### src/rtl/wb_exc_if.sv
// Write-back commit bus between the pipeline WB stage and the exception unit.
// The pipeline (master) presents the committing instruction; the unit answers with wb_ex and the flush redirect.
interface wb_exc_if #(
    parameter int NUM_EX = 5
);
    logic              wb_valid;
    logic [31:0]       wb_pc;
    logic [NUM_EX-1:0] wb_ex_vec;
    logic [31:0]       wb_vaddr;
    logic              wb_is_ertn;
    logic [31:0]       eentry;
    logic              wb_ex;
    logic              flush;
    logic [31:0]       flush_target;

    modport master (
        output wb_valid, wb_pc, wb_ex_vec, wb_vaddr, wb_is_ertn, eentry,
        input  wb_ex, flush, flush_target
    );

    modport slave (
        input  wb_valid, wb_pc, wb_ex_vec, wb_vaddr, wb_is_ertn, eentry,
        output wb_ex, flush, flush_target
    );
endinterface

### src/rtl/wb_exc_unit.sv
// WB-stage exception/interrupt commit unit: prioritises interrupt, synchronous exceptions and ertn,
// holds ERA/ECODE/BADV/IE/PIE, a countdown timer and synchronised hardware interrupt lines.
module wb_exc_sync2 (
    input  logic clk,
    input  logic resetn,
    input  logic d,
    output logic q
);
    logic meta;

    always_ff @(posedge clk or negedge resetn) begin
        if (!resetn) begin
            meta <= 1'b0;
            q    <= 1'b0;
        end else begin
            meta <= d;
            q    <= meta;
        end
    end
endmodule

module wb_exc_unit #(
    parameter int                     NUM_EX   = 5,
    parameter logic [6*NUM_EX-1:0]    EX_ECODE = {6'h0D, 6'h0C, 6'h0B, 6'h09, 6'h08},
    parameter logic [NUM_EX-1:0]      EX_BADV  = 5'b00011,
    parameter int                     NUM_HWI  = 8,
    parameter int                     TIMER_W  = 32
) (
    input  logic               clk,
    input  logic               resetn,
    wb_exc_if.slave            wb,
    input  logic [NUM_HWI:0]   lie,
    input  logic [NUM_HWI-1:0] hw_int,
    input  logic               csr_ie_we,
    input  logic               csr_ie_wdata,
    input  logic               timer_load,
    input  logic [TIMER_W-1:0] timer_val,
    input  logic               timer_periodic,
    input  logic               timer_en,
    input  logic               ti_clr,
    output logic [31:0]        era,
    output logic [31:0]        badv,
    output logic [5:0]         ecode,
    output logic               ie,
    output logic               pie,
    output logic               ti_pending,
    output logic [NUM_HWI-1:0] hwi_sync
);
    typedef struct packed {
        logic       take;
        logic       ertn;
        logic       badv_we;
        logic [5:0] code;
    } commit_t;

    logic               flush_q;
    logic [31:0]        target_q;
    logic               commit_ok;
    logic               int_req;
    logic [5:0]         ex_code;
    logic               ex_badv;
    commit_t            cm;
    logic [TIMER_W-1:0] cnt;
    logic [TIMER_W-1:0] reload;
    logic [TIMER_W-1:0] cnt_nxt;
    logic               ti_set;

    generate
        for (genvar g = 0; g < NUM_HWI; g++) begin : g_sync
            wb_exc_sync2 u_sync (
                .clk    (clk),
                .resetn (resetn),
                .d      (hw_int[g]),
                .q      (hwi_sync[g])
            );
        end
    endgenerate

    // The flush cycle carries the shadow of the redirected instruction, so it never commits.
    assign commit_ok = wb.wb_valid & ~flush_q;
    assign int_req   = ie & |({ti_pending, hwi_sync} & lie);

    // Scan from the lowest priority upward so the lowest set index wins.
    always_comb begin
        ex_code = 6'd0;
        ex_badv = 1'b0;
        for (int i = NUM_EX - 1; i >= 0; i--) begin
            if (wb.wb_ex_vec[i]) begin
                ex_code = EX_ECODE[6*i +: 6];
                ex_badv = EX_BADV[i];
            end
        end
    end

    always_comb begin
        cm         = '0;
        cm.take    = commit_ok & (int_req | (|wb.wb_ex_vec));
        cm.ertn    = commit_ok & wb.wb_is_ertn & ~cm.take;
        cm.code    = int_req ? 6'd0 : ex_code;
        cm.badv_we = ~int_req & ex_badv;
    end

    assign wb.wb_ex        = cm.take;
    assign wb.flush        = flush_q;
    assign wb.flush_target = target_q;

    always_ff @(posedge clk or negedge resetn) begin
        if (!resetn) begin
            flush_q  <= 1'b0;
            target_q <= 32'h0;
            era      <= 32'h0;
            badv     <= 32'h0;
            ecode    <= 6'h0;
            ie       <= 1'b0;
            pie      <= 1'b0;
        end else begin
            flush_q <= cm.take | cm.ertn;
            if (cm.take) begin
                target_q <= wb.eentry;
                era      <= wb.wb_pc;
                ecode    <= cm.code;
                if (cm.badv_we)
                    badv <= wb.wb_vaddr;
                pie <= ie;
                ie  <= 1'b0;
            end else if (cm.ertn) begin
                target_q <= era;
                ie       <= pie;
            end else if (csr_ie_we) begin
                ie <= csr_ie_wdata;
            end
        end
    end

    // A load always wins; ti only fires on a real 1->0 decrement, so loading 0 stays silent.
    always_comb begin
        cnt_nxt = cnt;
        ti_set  = 1'b0;
        if (timer_load) begin
            cnt_nxt = timer_val;
        end else if (timer_en && cnt != '0) begin
            if (cnt == TIMER_W'(1)) begin
                ti_set  = 1'b1;
                cnt_nxt = timer_periodic ? reload : '0;
            end else begin
                cnt_nxt = cnt - TIMER_W'(1);
            end
        end
    end

    always_ff @(posedge clk or negedge resetn) begin
        if (!resetn) begin
            cnt        <= '0;
            reload     <= '0;
            ti_pending <= 1'b0;
        end else begin
            cnt <= cnt_nxt;
            if (timer_load)
                reload <= timer_val;
            ti_pending <= ti_set | (ti_pending & ~ti_clr);
        end
    end
endmodule

### src/flat_wrapper.sv
// flat-port wrapper written by rule: the top's interface ports become plain ports
module wb_exc_unit_flat 
#(
    parameter int                     NUM_EX   = 5,
    parameter logic [6*NUM_EX-1:0]    EX_ECODE = {6'h0D, 6'h0C, 6'h0B, 6'h09, 6'h08},
    parameter logic [NUM_EX-1:0]      EX_BADV  = 5'b00011,
    parameter int                     NUM_HWI  = 8,
    parameter int                     TIMER_W  = 32
)
  (clk, resetn, lie, hw_int, csr_ie_we, csr_ie_wdata, timer_load, timer_val, timer_periodic, timer_en, ti_clr, era, badv, ecode, ie, pie, ti_pending, hwi_sync, wb_wb_valid, wb_wb_pc, wb_wb_ex_vec, wb_wb_vaddr, wb_wb_is_ertn, wb_eentry, wb_wb_ex, wb_flush, wb_flush_target);
  wb_exc_if #(.NUM_EX(NUM_EX)) wb_i ();
  input  logic clk;
  input  logic resetn;
  input  logic [NUM_HWI:0] lie;
  input  logic [NUM_HWI-1:0] hw_int;
  input  logic csr_ie_we;
  input  logic csr_ie_wdata;
  input  logic timer_load;
  input  logic [TIMER_W-1:0] timer_val;
  input  logic timer_periodic;
  input  logic timer_en;
  input  logic ti_clr;
  output logic [31:0] era;
  output logic [31:0] badv;
  output logic [5:0] ecode;
  output logic ie;
  output logic pie;
  output logic ti_pending;
  output logic [NUM_HWI-1:0] hwi_sync;
  input wire logic [$bits(wb_i.wb_valid)-1:0] wb_wb_valid;
  input wire logic [$bits(wb_i.wb_pc)-1:0] wb_wb_pc;
  input wire logic [$bits(wb_i.wb_ex_vec)-1:0] wb_wb_ex_vec;
  input wire logic [$bits(wb_i.wb_vaddr)-1:0] wb_wb_vaddr;
  input wire logic [$bits(wb_i.wb_is_ertn)-1:0] wb_wb_is_ertn;
  input wire logic [$bits(wb_i.eentry)-1:0] wb_eentry;
  output wire logic [$bits(wb_i.wb_ex)-1:0] wb_wb_ex;
  output wire logic [$bits(wb_i.flush)-1:0] wb_flush;
  output wire logic [$bits(wb_i.flush_target)-1:0] wb_flush_target;
  assign wb_i.wb_valid = wb_wb_valid;
  assign wb_i.wb_pc = wb_wb_pc;
  assign wb_i.wb_ex_vec = wb_wb_ex_vec;
  assign wb_i.wb_vaddr = wb_wb_vaddr;
  assign wb_i.wb_is_ertn = wb_wb_is_ertn;
  assign wb_i.eentry = wb_eentry;
  assign wb_wb_ex = wb_i.wb_ex;
  assign wb_flush = wb_i.flush;
  assign wb_flush_target = wb_i.flush_target;
  wb_exc_unit #(.NUM_EX(NUM_EX), .EX_ECODE(EX_ECODE), .EX_BADV(EX_BADV), .NUM_HWI(NUM_HWI), .TIMER_W(TIMER_W)) u_core (.clk(clk), .resetn(resetn), .wb(wb_i), .lie(lie), .hw_int(hw_int), .csr_ie_we(csr_ie_we), .csr_ie_wdata(csr_ie_wdata), .timer_load(timer_load), .timer_val(timer_val), .timer_periodic(timer_periodic), .timer_en(timer_en), .ti_clr(ti_clr), .era(era), .badv(badv), .ecode(ecode), .ie(ie), .pie(pie), .ti_pending(ti_pending), .hwi_sync(hwi_sync));
endmodule
### config.mk
export PLATFORM = sky130hd
export DESIGN_NAME = wb_exc_unit_flat
export DESIGN_NICKNAME = d
export VERILOG_FILES = /design/src/rtl/wb_exc_if.sv /design/src/rtl/wb_exc_unit.sv /design/src/flat_wrapper.sv
export SDC_FILE = /design/constraint.sdc
export NUM_CORES = 1
export LEC_CHECK = 0
export CORE_UTILIZATION = 46
export DETAILED_ROUTE_END_ITERATION = 10
export GPL_TIMING_DRIVEN = 1
export PLACE_DENSITY = 0.77
export SYNTH_ARGS = -nofsm -noshare
export SYNTH_HDL_FRONTEND = slang
export SYNTH_SLANG_ARGS = --single-unit
export TNS_END_PERCENT = 5
### constraint.sdc
create_clock -name clk -period 3.5 [get_ports clk]
set_input_delay 0.875 -clock clk [delete_from_list [all_inputs] [get_ports clk]]
set_output_delay 0.875 -clock clk [all_outputs]
set_load 0.03 [all_outputs]
==> results of run 1 <==
-- per-stage QoR --
stage | utilization | instance area, sq um
final | 0.665 | 11900
after global routing | 0.665 | 11900
after CTS | 0.665 | 11900
after detailed placement | 0.632 | 11300
after global placement | 0.632 | 11300
after floorplan | - | 8390
-- synth_stat cells, types with 2 or more instances --
library cell	instances	share of area
dfrtp_1	184	0.55
nand2_1	77	0.034
mux2_2	76	0.10
o21ai_0	69	0.041
mux2i_1	34	0.041
nor2_1	25	0.011
clkbuf_1	21	0.0094
nor3_1	20	0.012
inv_1	17	0.0076
o21ai_1	17	0.010
nand3_1	15	0.0090
buf_4	12	0.011
nor4_1	11	0.0082
a21oi_1	10	0.0060
or3_1	10	0.0075
a22o_1	9	0.0094
and2_1	9	0.0067
a221oi_2	7	0.013
o2bb2ai_1	7	0.0073
a21o_1	6	0.0054
a221oi_1	6	0.0063
buf_2	6	0.0036
buf_6	6	0.0081
o211ai_1	6	0.0054
and3_1	5	0.0037
buf_1	5	0.0022
nor2b_1	5	0.0037
a211oi_1	4	0.0036
a31oi_1	4	0.0030
nand4_1	4	0.0030
or4_1	4	0.0036
o211ai_2	3	0.0045
a2111oi_0	2	0.0021
a21boi_0	2	0.0018
a32oi_1	2	0.0021
ha_1	2	0.0030
nand2b_1	2	0.0015
nor4_2	2	0.0030
o31ai_1	2	0.0018
-- registers in the layout, summed over array words and instances, names as in the netlist --
register,count
u_core.reload,32
u_core.era,32
u_core.wb.flush,1
u_core.pie,1
u_core.ti_pending,1
u_core.g_sync.u_sync.meta,8
u_core.ecode,4
u_core.cnt,32
u_core.badv,32
u_core.ie,1
u_core.g_sync.u_sync.q,8
u_core.wb.flush_target,32
-- critical path, cell delays in order --
cell	delay (ns)
clkdlybuf4s50_1	0.40
a22o_1	0.20
a221oi_1	0.23
a31oi_1	0.15
o21ai_1	0.22
inv_2	0.05
buf_4	0.16
-- report_power, final --
part | switching, mW | total (mW) | leakage [nW] | internal [mW]
sequential | 0.266 | 2.78 | 2.20 | 2.51
clock | 0.844 | 1.95 | 0.292 | 1.10
combinational | 1.18 | 2.20 | 2.57 | 1.02
total | 2.29 | 6.93 | 5.07 | 4.63
-- kinds of logic after synthesis --
group / Yosys count / synth area share
AOI/OAI and AO/OA: 170 / 0.142
DFF: 184 / 0.549
buffers and inverters: 69 / 0.0439
muxes: 111 / 0.144
and+or+nand+nor: 199 / 0.118
adders and majority gates: 2 / 0.00298
other: 1 / 0.000447
-- path summary, 6_finish.rpt --
check	from	cells after the start	slack, ns	endpoint
worst max-delay path	lie[4]	7	0.32	wb_wb_ex
worst min-delay path	u_core.g_sync[0].u_sync.meta	0	0.35	u_core.g_sync[0].u_sync.q
worst max register to register	u_core.cnt[24]	7	0.37	u_core.cnt[27]
worst min register to register	u_core.g_sync[0].u_sync.meta	0	0.35	u_core.g_sync[0].u_sync.q
max in group asynchronous	resetn	2	2.23	u_core.era[24]
min in group asynchronous	resetn	1	0.49	u_core.era[7]
-- metal layers --
| metal | vias to the layer above | wire length [microns] |
|---|---|---|
| met5 | - | 0 |
| met3 | 40 | 1520 |
| li1 | 3186 | - |
| met4 | 0 | 660 |
| met1 | 3271 | 9740 |
| met2 | 260 | 11500 |
-- layout make-up --
class / instances / area (sq um)
Antenna cell: 2 / 5.00
Clock buffer: 20 / 457
Clock inverter: 12 / 139
Fill cell: 1412 / 5990
Inverter: 18 / 67.6
Multi-Input combinational cell: 484 / 3420
Sequential cell: 184 / 4600
Tap cell: 229 / 287
Timing Repair Buffer: 295 / 2930
==> flow_summary_export.csv, run 1 <==
group,metric,value,unit
yosys,ys_ff_latch,184,
yosys,syn_avg_cell_area,11.4,sq um
yosys,ys_seq_area_frac,0.549,
global_routing,grt_overflow,0,
worst_setup_path,cp-start-kind,"input port",
floorplan,initial_core_util,0.468,
yosys,synth_ff_type,"dfrtp_1",
timing,setup_ws,0.324,ns
timing,worstMarginPinSlew,0.969,ns
timing,setup_tns,0,ns
global_routing,grt_max_degree,99,
min_path,min_path_type,"reg -> reg",
clock_tree,clk-insertion-delay-late,0.43,ns
place,dp_hpwl,17.4,mm
floorplan,core-area,0.0179,sq mm
power,leakage,5.07,nW
yosys,synth_edf_count,0,
power,ir_drop,0.374,mV
global_routing,antenna_found_initial,1,
outcome,status,"finished, final reports clean",
drt,drcViolationCount,0,
yosys,synthArstFlopShare,1.00,
worst_setup_path,crit_required,2.62,ns
run,maxCapViolations,0,
place,numPlacedInstances,1210,
place,preCtsSetupSlack,0.253,ns
drt,first_pass_iters,5,
clock_tree,tritoncts,"yes",
yosys,netlist_instances,736,
drt,via_per_inst,5.43,
floorplan,die_w,137,microns
finish,nets,1162,
finish,fin_cells,1244,
timing,whs,0.348,ns
clock_tree,cts_max_path_buffers,2,
clock_tree,htreeDepth,4,
drt,postRouteAntennaNets,0,
global_routing,grt_busiest_layer,"met2",
yosys,ys_warn_count,0,
timing,max_freq,315,MHz
floorplan,die_h,137,microns
clock_tree,clock_tree.root_cell,"clkbuf_16",
timing,max_slew_margin,0.354,
place,portBuffers,272,
clock_tree,cts_sinks,184,
timing,fin_worst_skew,0.0120,ns
timing,rsz0062_at_grt,"false",
finish,syn2layout_area_growth,42.0,%
global_routing,grt_use_met3,0.0515,
place,globalplace.congestion,0.925,
power,power,6.93,mW
timing,min_period,3.18,ns
timing,hold_viol,0,
drt,wl,23.5,mm
clock_tree,cts_buffers,17,
clock_tree,clk_pin_slew,0.06,ns
yosys,yosysUniqueCellTypes,67,
timing,finalCritPeriodShare,0.907,
global_routing,use_met1,0.330,
finish,most-common-layout-cells,"clkdlybuf4s50_1, dfrtp_1, nand2_1, mux2_2, o21ai_0",
clock_tree,post_cts_buffers,0,
worst_setup_path,worstPathArrival,2.30,ns
global_routing,grtUsageTotal,0.256,
finish,layout-drive-gt1-share,0.156,
timing,maxSlewViolCount,0,
global_routing,grt_first_pass_wirelength,35.9,mm
floorplan,pin_count,275,
finish,final_common_cell,"clkdlybuf4s50_1",
drt,num_vias,6757,
floorplan,die_area,0.0188,sq mm
drt,routedWlPerCell,18.9,microns
power,power.density,582,mW/mm^2
floorplan,rows,49,
clock_tree,cts_resized,0,
yosys,synth_area,0.00838,sq mm
worst_setup_path,worstPathMaxFanout,2,
drt,drt_iter0_drc,520,
global_routing,use_met2,0.419,
global_routing,grt_pass1_vias,6479,
worst_setup_path,crit_path_end_kind,"primary output",
worst_setup_path,worstSetupPathType,"in -> out",
timing,setup_viol,0,
clock_tree,cts_hold_buf,0,
(Power assumes the default switching activity.)
==> run 2: changes to the inputs <==
--- a/config.mk
+++ b/config.mk
@@ -5,6 +5,7 @@
 export SDC_FILE = /design/constraint.sdc
 export NUM_CORES = 1
 export LEC_CHECK = 0
+export CORE_ASPECT_RATIO = 0.75
 export CORE_UTILIZATION = 46
 export DETAILED_ROUTE_END_ITERATION = 10
 export GPL_TIMING_DRIVEN = 1
==> flow_summary_export.csv, run 2 (synthesized netlist as in run 1, its figures left out) <==
group,metric,value,unit
global_routing,grt_max_degree,95,
clock_tree,clk_pin_slew,0.07,ns
clock_tree,cts_resized,0,
clock_tree,htreeDepth,4,
drt,num_vias,6877,
power,leakage,5.06,nW
timing,rsz0062_at_grt,"false",
floorplan,die_w,158,microns
clock_tree,cts_max_path_buffers,2,
drt,wl,24.0,mm
timing,maxSlewViolCount,0,
timing,max_freq,306,MHz
timing,hold_viol,0,
floorplan,core-area,0.0178,sq mm
worst_setup_path,cp-start-kind,"input port",
floorplan,die_area,0.0188,sq mm
finish,fillers,1394,
clock_tree,tritoncts,"yes",
place,dp_hpwl,17.7,mm
finish,multiInputGateArea,0.00342,sq mm
drt,via_per_inst,5.47,
finish,final_common_cell,"clkdlybuf4s50_1",
worst_setup_path,crit_required,2.62,ns
global_routing,grt_first_pass_wirelength,38.2,mm
worst_setup_path,max_stage_delay,0.41,ns
global_routing,grt_pass1_vias,6973,
worst_setup_path,crit_path_end_kind,"primary output",
finish,layout-drive-gt1-share,0.158,
floorplan,pin_count,275,
worst_setup_path,reg2reg_slack,0.57,ns
global_routing,grt_overflow,0,
floorplan,rows,42,
global_routing,antenna_found_initial,2,
clock_tree,clk-insertion-delay-late,0.42,ns
timing,setup_tns,0,ns
worst_setup_path,path_cells,"clkdlybuf4s50_1 > a22o_1 > a221oi_1 > a31oi_1 > o21ai_1 > inv_2 > buf_4",
finish,most-common-layout-cells,"clkdlybuf4s50_1, dfrtp_1, nand2_1, mux2_2, o21ai_0",
timing,max_slew_margin,0.365,
global_routing,grtUsageTotal,0.266,
drt,drcViolationCount,0,
power,power.density,577,mW/mm^2
place,portBuffers,272,
clock_tree,post_cts_buffers,0,
timing,worstMarginPinSlew,0.952,ns
outcome,status,"finished, final reports clean",
finish,nets,1163,
worst_setup_path,worstPathMaxFanout,6,
worst_setup_path,worstPathArrival,2.40,ns
timing,whs,0.351,ns
clock_tree,cts_hold_buf,0,
drt,postRouteAntennaNets,0,
floorplan,initial_core_util,0.472,
timing,setup_viol,0,
timing,finalCritPeriodShare,0.934,
drt,first_pass_iters,5,
timing,min_period,3.27,ns
worst_setup_path,cp_slowest_cell,"clkdlybuf4s50_1",
floorplan,die_h,119,microns
clock_tree,clock_tree.root_cell,"clkbuf_16",
worst_setup_path,worstSetupPathType,"in -> out",
finish,seqCellArea,0.00460,sq mm
finish,syn2layout_area_growth,42.1,%
power,ir_drop,0.385,mV
clock_tree,cts_sinks,184,
min_path,min_path_type,"reg -> reg",
drt,drt_iter0_drc,544,
run,maxCapViolations,0,
timing,fin_worst_skew,0.0109,ns
place,globalplace.congestion,0.864,
clock_tree,cts_buffers,17,
drt,routedWlPerCell,19.1,microns
[run 2: changes by cell type in the layout (fill, tap and decap cells not counted)]
cell,previous run,this run
clkinv_4,2,3
buf_4,21,22
clkbuf_1,1,0
inv_8,0,3
clkinvlp_4,1,3
clkbuf_8,2,1
inv_6,5,2
bufinv_16,2,1
[run 2: area by class of cell]
| cell class | count | area share |
|---|---|---|
| sequential | 184 | 0.386 |
| multi-input combinational | 484 | 0.287 |
| timing repair buffer | 296 | 0.246 |
| clock buffer | 18 | 0.0369 |
| tap | 242 | 0.0254 |
| clock inverter | 14 | 0.0118 |
| inverter | 18 | 0.00567 |
| antenna | 2 | 0.000420 |
[run 2: worst paths after layout]
path | startpoint | to | cells after the start
max | lie[4] | wb_wb_ex | 7
min | u_core.g_sync[1].u_sync.meta | u_core.g_sync[1].u_sync.q | 0
max reg2reg | u_core.cnt[13] | u_core.cnt[31] | 7
min reg2reg | u_core.g_sync[1].u_sync.meta | u_core.g_sync[1].u_sync.q | 0
max in group asynchronous | resetn | u_core.badv[3] | 2
min in group asynchronous | resetn | u_core.era[2] | 1
[run 2: through the flow]
| step | instances | area (sq um) | power (mW) | util | setup slack (ns) |
|---|---|---|---|---|---|
| 3_5_place_dp | 1224 | 11300 | 5.02 | 0.638 | 0.171 |
| 6_report | 1258 | 11900 | 6.87 | 0.671 | 0.230 |
| 3_3_place_gp | 1224 | 11300 | 4.97 | 0.638 | 0.217 |
| 4_1_cts | 1256 | 11900 | 6.92 | 0.671 | 0.225 |
| 2_1_floorplan | 737 | 8390 | 3.96 | - | 0.401 |
| 5_1_grt | 1258 | 11900 | 7.18 | 0.671 | 0.120 |
[run 2: power by group]
part	internal, mW	total, mW	switching (mW)	leakage [nW]
Sequential	2.51	2.78	0.266	2.20
Combinational	1.02	2.21	1.19	2.58
Clock	1.02	1.89	0.870	0.279
[run 2: worst max-delay path: cells and delay by family]
family | cells | cell delay [ns]
AO/OA/AOI/OAI | 4 | 0.84
buffers and inverters | 3 | 0.69
[run 2: per-layer routing]
layer  routed length (microns)  track usage
met1                     10200        0.346
met2                     11200        0.420
met3                      1790       0.0710
met4                       739        0.112
met5                         0            0
==> run 3: changes to the inputs <==
--- a/config.mk
+++ b/config.mk
@@ -12,5 +12,6 @@
 export PLACE_DENSITY = 0.77
 export SYNTH_ARGS = -nofsm -noshare
 export SYNTH_HDL_FRONTEND = slang
+export SYNTH_HIERARCHICAL = 1
 export SYNTH_SLANG_ARGS = --single-unit
 export TNS_END_PERCENT = 5
==> flow_summary_export.csv, run 3 <==
group,metric,value,unit
timing,max_slew_margin,0.344,
worst_setup_path,crit_path_end_kind,"primary output",
timing,worstMarginPinSlew,0.984,ns
finish,nets,1154,
place,dp_hpwl,17.1,mm
finish,fin_cells,1246,
yosys,yosysTopAreaCell,"dfrtp_1",
clock_tree,cts_hold_buf,0,
floorplan,die_w,158,microns
yosys,yosysUniqueCellTypes,67,
place,placed_cell_area,0.0114,sq mm
yosys,synthArstFlopShare,1.00,
finish,final_cell_area,0.0120,sq mm
clock_tree,cts_buffers,17,
worst_setup_path,cp-start-kind,"input port",
global_routing,antenna_found_initial,0,
global_routing,grt_pass1_vias,6944,
finish,layout-drive-gt1-share,0.164,
drt,postRouteAntennaNets,0,
outcome,status,"finished, final reports clean",
global_routing,grtUsageTotal,0.258,
run,maxCapViolations,0,
place,globalplace.congestion,0.902,
finish,syn2layout_area_growth,43.0,%
min_path,min_path_type,"reg -> reg",
place,portBuffers,272,
worst_setup_path,crit_required,2.62,ns
timing,finalCritPeriodShare,0.928,
yosys,synth_ff_type,"dfrtp_1",
place,numPlacedInstances,1215,
finish,n_antenna_cell,0,
clock_tree,post_cts_buffers,0,
yosys,synth.most_common_cell,"dfrtp_1",
power,ir_drop,0.360,mV
clock_tree,tritoncts,"yes",
global_routing,grt_first_pass_wirelength,37.2,mm
yosys,ys_seq_area_frac,0.551,
floorplan,die_h,119,microns
drt,drt_iter0_drc,467,
yosys,netlist_top_cells_count,"dfrtp_1, o21ai_0, mux2_2",
timing,rsz0062_at_grt,"false",
clock_tree,cts_resized,0,
global_routing,grt_max_degree,99,
yosys,ys_ff_latch,184,
global_routing,grt_overflow,0,
clock_tree,htreeDepth,4,
drt,first_pass_iters,5,
yosys,yosysTopAreaCellShare,0.551,
drt,drcViolationCount,0,
clock_tree,clk_pin_slew,0.07,ns
timing,fin_worst_skew,0.00933,ns
drt,routedWlPerCell,18.9,microns
clock_tree,cts_sinks,184,
clock_tree,clock_tree.root_cell,"clkbuf_16",
timing,max_freq,308,MHz
worst_setup_path,worstPathArrival,2.37,ns
timing,min_period,3.25,ns
worst_setup_path,worstPathMaxFanout,2,
finish,final_common_cell,"clkdlybuf4s50_1",
floorplan,initial_core_util,0.472,
yosys,ys_top_cells_by_area,"dfrtp_1, mux2_2, o21ai_0",
finish,most-common-layout-cells,"clkdlybuf4s50_1, dfrtp_1, o21ai_0",
drt,wl,23.5,mm
floorplan,die_area,0.0187,sq mm
clock_tree,clk-insertion-delay-late,0.42,ns
timing,setup_tns,0,ns
floorplan,pin_count,275,
floorplan,rows,42,
drt,via_per_inst,5.56,
clock_tree,cts_max_path_buffers,2,
timing,setup_viol,0,
floorplan,core-area,0.0177,sq mm
timing,maxSlewViolCount,0,
yosys,syn_avg_cell_area,11.6,sq um
power,leakage,5.07,nW
drt,num_vias,6922,
yosys,synth_edf_count,0,
worst_setup_path,worstSetupPathType,"in -> out",
yosys,ys_warn_count,6,
yosys,synth_area,0.00836,sq mm
timing,hold_viol,0,
yosys,netlist_instances,722,
power,power.density,578,mW/mm^2
==> run 3: power breakdown <==
part / switching (mW) / internal, mW
Sequential: 0.271 / 2.51
Clock: 0.850 / 1.08
Combinational: 1.18 / 1.02
Total: 2.30 / 4.61
==> run 3: path summary, 6_finish.rpt <==
kind	endpoint	slack [ns]	depth (start not counted)	from
hold reg to reg	u_core/g_sync[6].u_sync/q	0.35	0	u_core/g_sync[6].u_sync/meta
setup / recovery	wb_wb_ex	0.25	7	lie[4]
hold / removal	u_core/g_sync[6].u_sync/q	0.35	0	u_core/g_sync[6].u_sync/meta
max in group asynchronous	u_core/reload[10]	2.12	2	resetn
setup reg to reg	u_core/cnt[9]	0.74	8	u_core/cnt[28]
min in group asynchronous	u_core/g_sync[0].u_sync/meta	0.49	1	resetn
==> run 3: area by class of cell <==
cell class              count  area [sq um]
fillers                  1401          5760
flip-flops and latches    184          4600
multi-input cells         477          3470
repair buffers            293          2910
clock buffers              19           443
well taps                 242           303
clock inverters            12           144
inverters                  19          71.3
==> run 3: logic make-up after synthesis <==
kind of cell | after synthesis | share of synthesized area
muxes | 115 | 0.150
other | 1 | 0.000449
DFF | 184 | 0.551
and+or+nand+nor | 177 | 0.118
adders and majority gates | 2 | 0.00299
buffers and inverters | 62 | 0.0346
AOI/OAI and AO/OA | 181 | 0.143
==> run 3: metrics by stage <==
step / worst slack (ns) / power (mW) / utilization / hold WS, ns
after floorplan: 0.481 / 3.96 / - / 0.331
after global placement: 0.251 / 4.96 / 0.642 / 0.333
after detailed placement: 0.150 / 5.01 / 0.642 / 0.336
after CTS: 0.264 / 6.96 / 0.675 / 0.353
after global routing: 0.121 / 7.21 / 0.675 / 0.356
final: 0.251 / 6.91 / 0.675 / 0.349
==> run 3: per-layer routing <==
metal / up-vias / share of wire / wire length [microns] / track usage
li1: 3202 / - / - / -
met4: 0 / 0.017 / 410 / 0.0655
met5: - / 0 / 0 / 0
met3: 38 / 0.089 / 2100 / 0.0829
met2: 293 / 0.48 / 11200 / 0.413
met1: 3389 / 0.42 / 9800 / 0.336
==> run 3: worst max-delay path: stages <==
cell and delay [ns]:
clkdlybuf4s50_1 0.41, a22o_1 0.21, a221oi_1 0.25, a31oi_1 0.21
o21ai_2 0.21, inv_2 0.05, buf_4 0.16
